`config.mk`:
```
export PLATFORM = sky130hd
export DESIGN_NAME = prog_loader
export DESIGN_NICKNAME = d
export VERILOG_FILES = /design/src/rtl/prog_loader.sv
export SDC_FILE = /design/constraint.sdc
export NUM_CORES = 1
export LEC_CHECK = 0
export ABC_CLOCK_PERIOD_IN_PS = 2300
export CAP_MARGIN = 10
export CORE_ASPECT_RATIO = 1.1
export CORE_MARGIN = 4
export CORE_UTILIZATION = 42
export DETAILED_ROUTE_END_ITERATION = 10
export PLACE_DENSITY = 0.65
export SKIP_CTS_REPAIR_TIMING = 1
export SLEW_MARGIN = 30
export SYNTH_ARGS = -nofsm -noshare
export SYNTH_HDL_FRONTEND = slang
export SYNTH_SLANG_ARGS = --single-unit
```
`constraint.sdc`:
```
create_clock -name clk -period 2.3 [get_ports clk]
set_input_delay 0.46 -clock clk [delete_from_list [all_inputs] [get_ports clk]]
set_output_delay 0.46 -clock clk [all_outputs]
set_load 0.02 [all_outputs]
```
`src/rtl/prog_loader.sv`:
```
// Boot-image loader: receives a length-prefixed byte stream and writes it word by word
// into core memory, then releases the core from reset. Aborts sticky on error or timeout.
//
// state  | meaning
// HDR    | collecting the 4-byte little-endian word count
// DATA   | collecting the 4 bytes of the next image word
// WRITE  | write command outstanding, waiting for the memory response
// DONE   | image loaded, core released from reset (terminal)
// ERR    | load aborted, core held in reset (terminal)
module prog_loader #(
    parameter int unsigned   AW          = 32,
    parameter int unsigned   DW          = 32,
    parameter logic [AW-1:0] BASE_ADDR   = '0,
    parameter int unsigned   MAX_WORDS   = 4096,
    parameter int unsigned   RSP_TIMEOUT = 255
) (
    input  logic            clk,
    input  logic            rst_n,
    input  logic            i_byte_valid,
    input  logic [7:0]      i_byte_data,
    output logic            o_byte_ready,
    output logic            o_cmd_valid,
    output logic [AW-1:0]   o_cmd_addr,
    output logic            o_cmd_read,
    output logic [DW-1:0]   o_cmd_wdata,
    output logic [DW/8-1:0] o_cmd_wmask,
    input  logic            i_rsp_valid,
    input  logic            i_rsp_err,
    output logic            o_core_rst_n,
    output logic            o_done,
    output logic            o_err,
    output logic [15:0]     o_word_cnt
);

    // Timer holds RSP_TIMEOUT-1 down to 0, so WRITE lasts at most RSP_TIMEOUT cycles.
    localparam int unsigned TW = (RSP_TIMEOUT > 2) ? $clog2(RSP_TIMEOUT) : 1;

    typedef enum logic [2:0] {
        S_HDR   = 3'd0,
        S_DATA  = 3'd1,
        S_WRITE = 3'd2,
        S_DONE  = 3'd3,
        S_ERR   = 3'd4
    } state_t;

    state_t          r_state;
    state_t          w_next;
    logic            r_armed;
    logic [1:0]      r_byte_cnt;
    logic [31:0]     r_len;
    logic [DW-1:0]   r_shift;
    logic [15:0]     r_word_cnt;
    logic [TW-1:0]   r_tmo;

    logic            w_ready;
    logic            w_byte_acc;
    logic            w_last_byte;
    logic [DW-1:0]   w_word;
    logic [31:0]     w_word32;
    logic [15:0]     w_cnt_inc;
    logic            w_tmo_hit;
    logic            w_rsp_ok;
    logic [AW-1:0]   w_addr;

    assign w_ready     = r_armed && ((r_state == S_HDR) || (r_state == S_DATA));
    assign w_byte_acc  = i_byte_valid && w_ready;
    assign w_last_byte = w_byte_acc && (r_byte_cnt == 2'd3);
    assign w_word      = {i_byte_data, r_shift[DW-1:8]};
    assign w_word32    = w_word[31:0];
    assign w_cnt_inc   = r_word_cnt + 16'd1;
    assign w_tmo_hit   = (r_tmo == '0);
    assign w_rsp_ok    = (r_state == S_WRITE) && i_rsp_valid && !i_rsp_err;
    assign w_addr      = BASE_ADDR + (AW'(r_word_cnt) << 2);

    assign o_cmd_read  = 1'b0;
    assign o_word_cnt  = r_word_cnt;

    always_ff @(posedge clk or negedge rst_n) begin
        if (!rst_n) begin
            r_state <= S_HDR;
        end else begin
            r_state <= w_next;
        end
    end

    always_comb begin
        w_next       = r_state;
        o_byte_ready = 1'b0;
        o_cmd_valid  = 1'b0;
        o_cmd_addr   = '0;
        o_cmd_wdata  = '0;
        o_cmd_wmask  = '0;
        o_core_rst_n = 1'b0;
        o_done       = 1'b0;
        o_err        = 1'b0;
        unique case (r_state)
            S_HDR: begin
                o_byte_ready = w_ready;
                if (w_last_byte) begin
                    if (w_word32 == 32'd0) begin
                        w_next = S_DONE;
                    end else if (w_word32 > 32'(MAX_WORDS)) begin
                        w_next = S_ERR;
                    end else begin
                        w_next = S_DATA;
                    end
                end
            end
            S_DATA: begin
                o_byte_ready = w_ready;
                if (w_last_byte) begin
                    w_next = S_WRITE;
                end
            end
            S_WRITE: begin
                o_cmd_valid = 1'b1;
                o_cmd_addr  = w_addr;
                o_cmd_wdata = r_shift;
                o_cmd_wmask = '1;
                if (i_rsp_valid) begin
                    if (i_rsp_err) begin
                        w_next = S_ERR;
                    end else if ({16'd0, w_cnt_inc} == r_len) begin
                        w_next = S_DONE;
                    end else begin
                        w_next = S_DATA;
                    end
                end else if (w_tmo_hit) begin
                    w_next = S_ERR;
                end
            end
            S_DONE: begin
                o_core_rst_n = 1'b1;
                o_done       = 1'b1;
            end
            S_ERR: begin
                o_err = 1'b1;
            end
            default: begin
                w_next = S_ERR;
            end
        endcase
    end

    // r_armed keeps the byte port closed while reset is applied and for the first edge after.
    always_ff @(posedge clk or negedge rst_n) begin
        if (!rst_n) begin
            r_armed    <= 1'b0;
            r_byte_cnt <= 2'd0;
            r_len      <= 32'd0;
            r_shift    <= '0;
            r_word_cnt <= 16'd0;
            r_tmo      <= '0;
        end else begin
            r_armed <= 1'b1;
            if (w_byte_acc) begin
                r_byte_cnt <= r_byte_cnt + 2'd1;
                r_shift    <= w_word;
            end
            if ((r_state == S_HDR) && w_last_byte) begin
                r_len <= w_word32;
            end
            if ((r_state == S_DATA) && w_last_byte) begin
                r_tmo <= TW'(RSP_TIMEOUT - 1);
            end else if ((r_state == S_WRITE) && !w_tmo_hit) begin
                r_tmo <= r_tmo - TW'(1);
            end
            if (w_rsp_ok) begin
                r_word_cnt <= w_cnt_inc;
            end
        end
    end

endmodule
```
==> results.json, run 1 <==
{
  "detailed_placement_hpwl_um": 8100,
  "initialDrtViolationCount": 143,
  "timing_hold_violations_final": 0,
  "die_width_um": 112,
  "grt_pass1_wl_um": 18500,
  "drc": 0,
  "tritoncts.num_buffers": 9,
  "design.die.area_mm2": 0.0136,
  "design.portCount": 103,
  "hp-class": "input pin to async pin",
  "vdd.ir_drop.worst_v": 0.000519,
  "maxCapViolations": 0,
  "switching_power_mw": 1.80,
  "cp_data_arrival_time_ns": 1.75,
  "timing.final.setup_violations": 0,
  "critical_path_required_ns": 1.84,
  "worstSetupPathType": "flip-flop to output pin",
  "whs_ns": 0.0716,
  "post_synthesis_async_set_or_reset_flop_share_pct": 100,
  "finalWorstPathRequiredPeriod_ns": 2.21,
  "overflow": 0,
  "fillerInstances": 1046,
  "synth_edf_count": 0,
  "place_congestion": 0.833,
  "sort_of_element_at_the_start_of_the_critical_path": "flip-flop",
  "clk_pin_slew_worst_paths_ns": 0.08,
  "wire_length_after_detailed_routing_um": 11300,
  "design.final.nets": 559,
  "synth_ff_type": "dfrtp_1",
  "cpMaxStageDelayCell": "or3b_4",
  "clock_insertion_delay_at_the_later_pin_of_the_skew_report_ns": 0.35,
  "clock_skew_ns": 0.00944,
  "mappedNetlistArea_mm2": 0.00497,
  "r2r.worst_path.cells": 5,
  "avgSynthCellArea_um2": 11.1,
  "buffer_ports.inserted": 85,
  "synthCells": 446,
  "layout.cells.most_common": "dfrtp_1",
  "synth_sequential_area_ratio_pct": 47.4,
  "buffer_levels_on_the_longest_clock_path": 2,
  "timing.setup.tns_ns": 0,
  "drt_pass_1_iters": 4,
  "status": "complete, no violations",
  "timing.critical_path.to_type": "output pin",
  "initial_antenna_violation_count": 0,
  "via_count_of_the_first_global_routing_pass": 3603,
  "post_synthesis_register_bit_count": 94,
  "floorplan.initialDensity_pct": 43.0,
  "detail_route.vias_per_cell": 5.08,
  "p_comb_share_pct": 25.2,
  "h-tree-depth": 3,
  "antenna_left": 0,
  "power.density_mw_per_mm2": 894,
  "unrepaired_setup_endpoints_after_global_routing": "false",
  "grt_max_degree": 62,
  "share_seq_of_total_power_pct": 48.5,
  "finish.utilization_pct": 53.8,
  "power.clock.fraction_pct": 26.3,
  "fp.dieH_um": 122,
  "cp_cell_sequence": "or3b_4, inv_2, buf_12, and2_1, clkbuf_2",
  "finalPower_mw": 5.55,
  "routed-via-count": 3539,
  "critical_path_peak_fanout": 37,
  "timing_worst_slew_pin_value_ns": 0.588,
  "max_freq_ghz": 0.452,
  "dpl_cell_area_mm2": 0.00607,
  "post_route_cells_drive_above_1_share_pct": 28.9,
  "avgRoutedWirePerCell_um": 16.1,
  "global_route.usage.total_pct": 16.9,
  "slew_viol_final": 0,
  "antennaDiodeCount": 0,
  "synth-warning-count": 0,
  "crit_path_max_incr_delay_ns": 0.40,
  "clock_tree.root_cell": "clkbuf_16",
  "summed_area_of_non_filler_cells_in_the_final_layout_mm2": 0.00621,
  "areaGrowthSynthToFinish_pct": 25.1,
  "cts.sink_count": 94,
  "most-common-layout-cells": "94 x dfrtp_1, 66 x mux2_2, 51 x and2_1",
  "p_leak_nw": 3.15,
  "p_int_mw": 3.76,
  "synth.distinct_cells": 55,
  "rows": 41,
  "core_area_mm2": 0.0115,
  "netSwitchingFraction_pct": 32.3,
  "final_worst_path_period_share_pct": 96.2,
  "tritoncts_clock_tree": "done",
  "max_slew_margin_pct": 60.4
}
## state kept, by name, summed over array words and instances, names as in the netlist
register / count
o_word_cnt: 16
r_armed: 1
r_byte_cnt: 2
r_len: 32
r_shift: 32
r_state: 3
r_tmo: 8
## cell families (layout without fill, tap and decap cells)
family | count (synthesis) | after routing | synth area share, %
AND/OR/NAND/NOR | 158 | 158 | 18.8
flip-flops | 94 | 94 | 47.4
multiplexers | 68 | 68 | 15.4
buffers and inverters | 50 | 135 | 5.64
XOR/XNOR | 40 | 40 | 7.05
AO/OA/AOI/OAI | 30 | 30 | 4.58
adder cells (fa/ha/maj) | 4 | 4 | 1.01
other | 2 | 18 | 0.151
## routing by layer
layer	wire [um]	track usage [%]	vias to the layer above	part of all wire (%)
li1	-	-	1699	-
met1	5200	22.7	1745	46
met2	5450	27.6	84	48
met3	455	3.13	11	4.0
met4	154	5.55	0	1.4
met5	0	0	-	0
## metrics by stage
stage,setup slack (ns),std cells
6_report,0.0879,697
2_1_floorplan,0.0835,462
4_1_cts,-0.371,697
5_1_grt,0.00359,697
3_3_place_gp,-0.0842,681
3_5_place_dp,-0.120,681
## worst paths after layout
path	from	endpoint	slack [ns]
min in group clk	r_byte_cnt[0]$_DFFE_PN0P_	r_byte_cnt[0]$_DFFE_PN0P_	0.50
setup / recovery	r_state[2]$_DFFE_PN0P_	o_cmd_wdata[21]	0.09
max in group asynchronous	rst_n	r_shift[22]$_DFFE_PN0P_	1.56
setup reg to reg	r_tmo[5]$_DFFE_PN0P_	r_state[0]$_DFFE_PN0P_	0.22
hold reg to reg	r_byte_cnt[0]$_DFFE_PN0P_	r_byte_cnt[0]$_DFFE_PN0P_	0.50
hold / removal	rst_n	o_word_cnt[3]$_DFFE_PN0P_	0.07
## power groups by stage
stage                     clock, mW  sequential [mW]  combinational [mW]
final                          1.46             2.69                1.40
after floorplan                   0             2.53                1.05
after global placement            0             2.70                1.37
after global routing           1.55             2.76                1.55
after detailed placement          0             2.72                1.41
after CTS                      1.48             2.69                1.42
## synth_stat cells (3+ instances only)
| cell type | n | area share (%) |
|---|---|---|
| ha_1 | 4 | 1.0 |
| inv_1 | 5 | 0.38 |
| nand4_1 | 5 | 0.63 |
| or3_1 | 3 | 0.38 |
| xnor2_1 | 22 | 3.9 |
| nor4_1 | 12 | 1.5 |
| nor3b_1 | 4 | 0.60 |
| buf_2 | 5 | 0.50 |
| clkbuf_1 | 15 | 1.1 |
| nor3_1 | 7 | 0.71 |
| mux2_2 | 66 | 15 |
| nand3_1 | 10 | 1.0 |
| o21ai_0 | 6 | 0.60 |
| a21oi_1 | 6 | 0.60 |
| nor2_1 | 19 | 1.4 |
| dfrtp_1 | 94 | 47 |
| buf_4 | 23 | 3.5 |
| xor2_1 | 18 | 3.2 |
| and2_1 | 51 | 6.4 |
| and3_1 | 7 | 0.88 |
| nand2_1 | 23 | 1.7 |
## cell type report
class                   instances  area (um2)  share of cell area (%)
clock buffers                   9         225                    3.63
clock inverters                 7        62.6                    1.01
inverters                       6        22.5                   0.363
multi-input cells             318        2400                    38.6
flip-flops and latches         94        2350                    37.9
well taps                     150         188                    3.02
repair buffers                113         966                    15.5
## worst max-delay path, delay by kind of cell (launching register included)
| family | cells | cell delay, ns |
|---|---|---|
| flops | 1 | 0.39 |
| buf+inv | 3 | 0.45 |
| simple gates | 2 | 0.56 |
Power figures use the tool's default switching activity.
==> run 2, diff against run 1 <==
- PLACE_DENSITY: 0.65 -> 0.68
==> run 2 against run 1 <==
Effect of this change: design area is essentially flat; maximum frequency grew 0.34%; cell count grew 0.72%; critical path depth is the same; highest routed layer unchanged.
==> results.json, run 2 (same netlist as run 1, synthesis figures left out) <==
{
  "place_congestion": 0.824,
  "h-tree-depth": 3,
  "p_leak_nw": 3.06,
  "p_comb_share_pct": 24.7,
  "status": "complete, no violations",
  "netSwitchingFraction_pct": 30.8,
  "slew_viol_final": 0,
  "grt_max_degree": 43,
  "design.final.nets": 564,
  "via_count_of_the_first_global_routing_pass": 3717,
  "routed-via-count": 3580,
  "fp.dieH_um": 122,
  "finish.utilization_pct": 53.8,
  "timing.setup.tns_ns": 0,
  "summed_area_of_non_filler_cells_in_the_final_layout_mm2": 0.00621,
  "max_freq_ghz": 0.454,
  "power.clock.fraction_pct": 28.2,
  "worst-path-buf-inv": 3,
  "met1_usage_pct": 23.0,
  "global_route.usage.met3_pct": 3.97,
  "cp_data_arrival_time_ns": 1.74,
  "tritoncts_clock_tree": "done",
  "timing.final.setup_violations": 0,
  "vdd.ir_drop.worst_v": 0.000443,
  "areaGrowthSynthToFinish_pct": 25.0,
  "sort_of_element_at_the_start_of_the_critical_path": "flip-flop",
  "tritoncts.num_buffers": 9,
  "p_int_mw": 3.96,
  "drt_pass_1_iters": 4,
  "worstReg2RegStart": "o_word_cnt[1]$_DFFE_PN0P_",
  "power.density_mw_per_mm2": 923,
  "global_route.usage.total_pct": 17.4,
  "clock_tree.root_cell": "clkbuf_16",
  "drc": 0,
  "timing.critical_path.to_type": "output pin",
  "final_worst_path_period_share_pct": 95.9,
  "cts.sink_count": 94,
  "clock_insertion_delay_at_the_later_pin_of_the_skew_report_ns": 0.34,
  "clock_skew_ns": 0.00500,
  "critical_path_peak_fanout": 37,
  "initialDrtViolationCount": 166,
  "avgRoutedWirePerCell_um": 16.2,
  "finalWorstPathRequiredPeriod_ns": 2.20,
  "unrepaired_setup_endpoints_after_global_routing": "true",
  "overflow": 0,
  "max_slew_margin_pct": 62.2,
  "maxCapViolations": 0,
  "r2r.worst_path.cells": 7,
  "antenna_left": 0,
  "hp-class": "input pin to async pin",
  "die_width_um": 112,
  "share_seq_of_total_power_pct": 47.1,
  "rrSetupSlack_ns": 0.23,
  "globalRoute.busiestLayer": "met2",
  "dpl_cell_area_mm2": 0.00609,
  "floorplan.initialDensity_pct": 43.0,
  "worstSetupPathType": "flip-flop to output pin",
  "buffer_ports.inserted": 85,
  "clk_pin_slew_worst_paths_ns": 0.07,
  "design.die.area_mm2": 0.0136,
  "post_route_cells_drive_above_1_share_pct": 31.0,
  "layout.cells.most_common": "dfrtp_1",
  "cp_cell_sequence": "or3b_4, inv_2, buf_12, and2_1, clkbuf_2",
  "detailed_placement_hpwl_um": 8280,
  "most-common-layout-cells": "94 x dfrtp_1, 66 x mux2_2, 51 x and2_1",
  "cpMaxStageDelayCell": "or3b_4",
  "grt_pass1_wl_um": 19100,
  "timing_hold_violations_final": 0,
  "critical_path_required_ns": 1.84,
  "wire_length_after_detailed_routing_um": 11400,
  "timing_worst_slew_pin_value_ns": 0.566,
  "switching_power_mw": 1.76,
  "detail_route.vias_per_cell": 5.10,
  "antennaDiodeCount": 0,
  "buffer_levels_on_the_longest_clock_path": 2,
  "initial_antenna_violation_count": 0,
  "cpLargestDelayFamily": "simple AND/OR/NAND/NOR gates",
  "design.portCount": 103,
  "core_area_mm2": 0.0115,
  "grtUsageMet2_pct": 28.9,
  "critical_path.reg2reg.endpoint": "r_state[1]$_DFFE_PN0P_",
  "rows": 41,
  "crit_path_max_incr_delay_ns": 0.41
}
[run 2: area by class of cell]
type / instances / area [um2]
fill: 1037 / 5340
clock inverter: 6 / 92.6
multi-input combinational: 318 / 2390
clock buffer: 10 / 229
timing repair buffer: 118 / 928
tap: 150 / 188
inverter: 6 / 22.5
sequential: 94 / 2350
[run 2: worst max-delay path by stage]
stage                            from                     end  slack [ns]  cells past startpoint
5_1_grt        r_state[2]$_DFFE_PN0P_         o_cmd_wdata[18]      -0.004                      5
2_1_floorplan  r_state[2]$_DFFE_PN0P_          o_cmd_addr[10]        0.08                      5
4_1_cts        r_state[2]$_DFFE_PN0P_         o_cmd_wdata[21]       -0.37                      5
3_3_place_gp           i_byte_data[0]  r_state[2]$_DFFE_PN0P_       -0.08                      8
6_report       r_state[2]$_DFFE_PN0P_          o_cmd_wdata[7]         0.1                      5
3_5_place_dp           i_byte_data[1]  r_state[2]$_DFFE_PN0P_       -0.09                      8
[run 2: layer usage]
layer  vias up  share of wire, %
met5         -                 0
met4         0               1.3
met3        14               3.8
met2        84                48
met1      1782                47
li1       1700                 -
[run 2: metrics by stage]
stage | std cells | power (mW) | setup slack (ns) | hold WS (ns)
2_1_floorplan | 462 | 3.58 | 0.0835 | 0.164
3_3_place_gp | 686 | 4.07 | -0.0814 | 0.462
3_5_place_dp | 686 | 4.14 | -0.0852 | 0.473
4_1_cts | 702 | 5.77 | -0.368 | 0.136
5_1_grt | 702 | 6.05 | -0.00372 | 0.161
6_report | 702 | 5.73 | 0.0953 | 0.119
[run 2: power groups by stage]
stage,Combinational [mW],Sequential (mW),Clock (mW)
finish,1.41,2.70,1.62
global route,1.54,2.78,1.73
CTS,1.44,2.70,1.64
detailed placement,1.42,2.72,0
global placement,1.38,2.70,0
floorplan,1.05,2.53,0
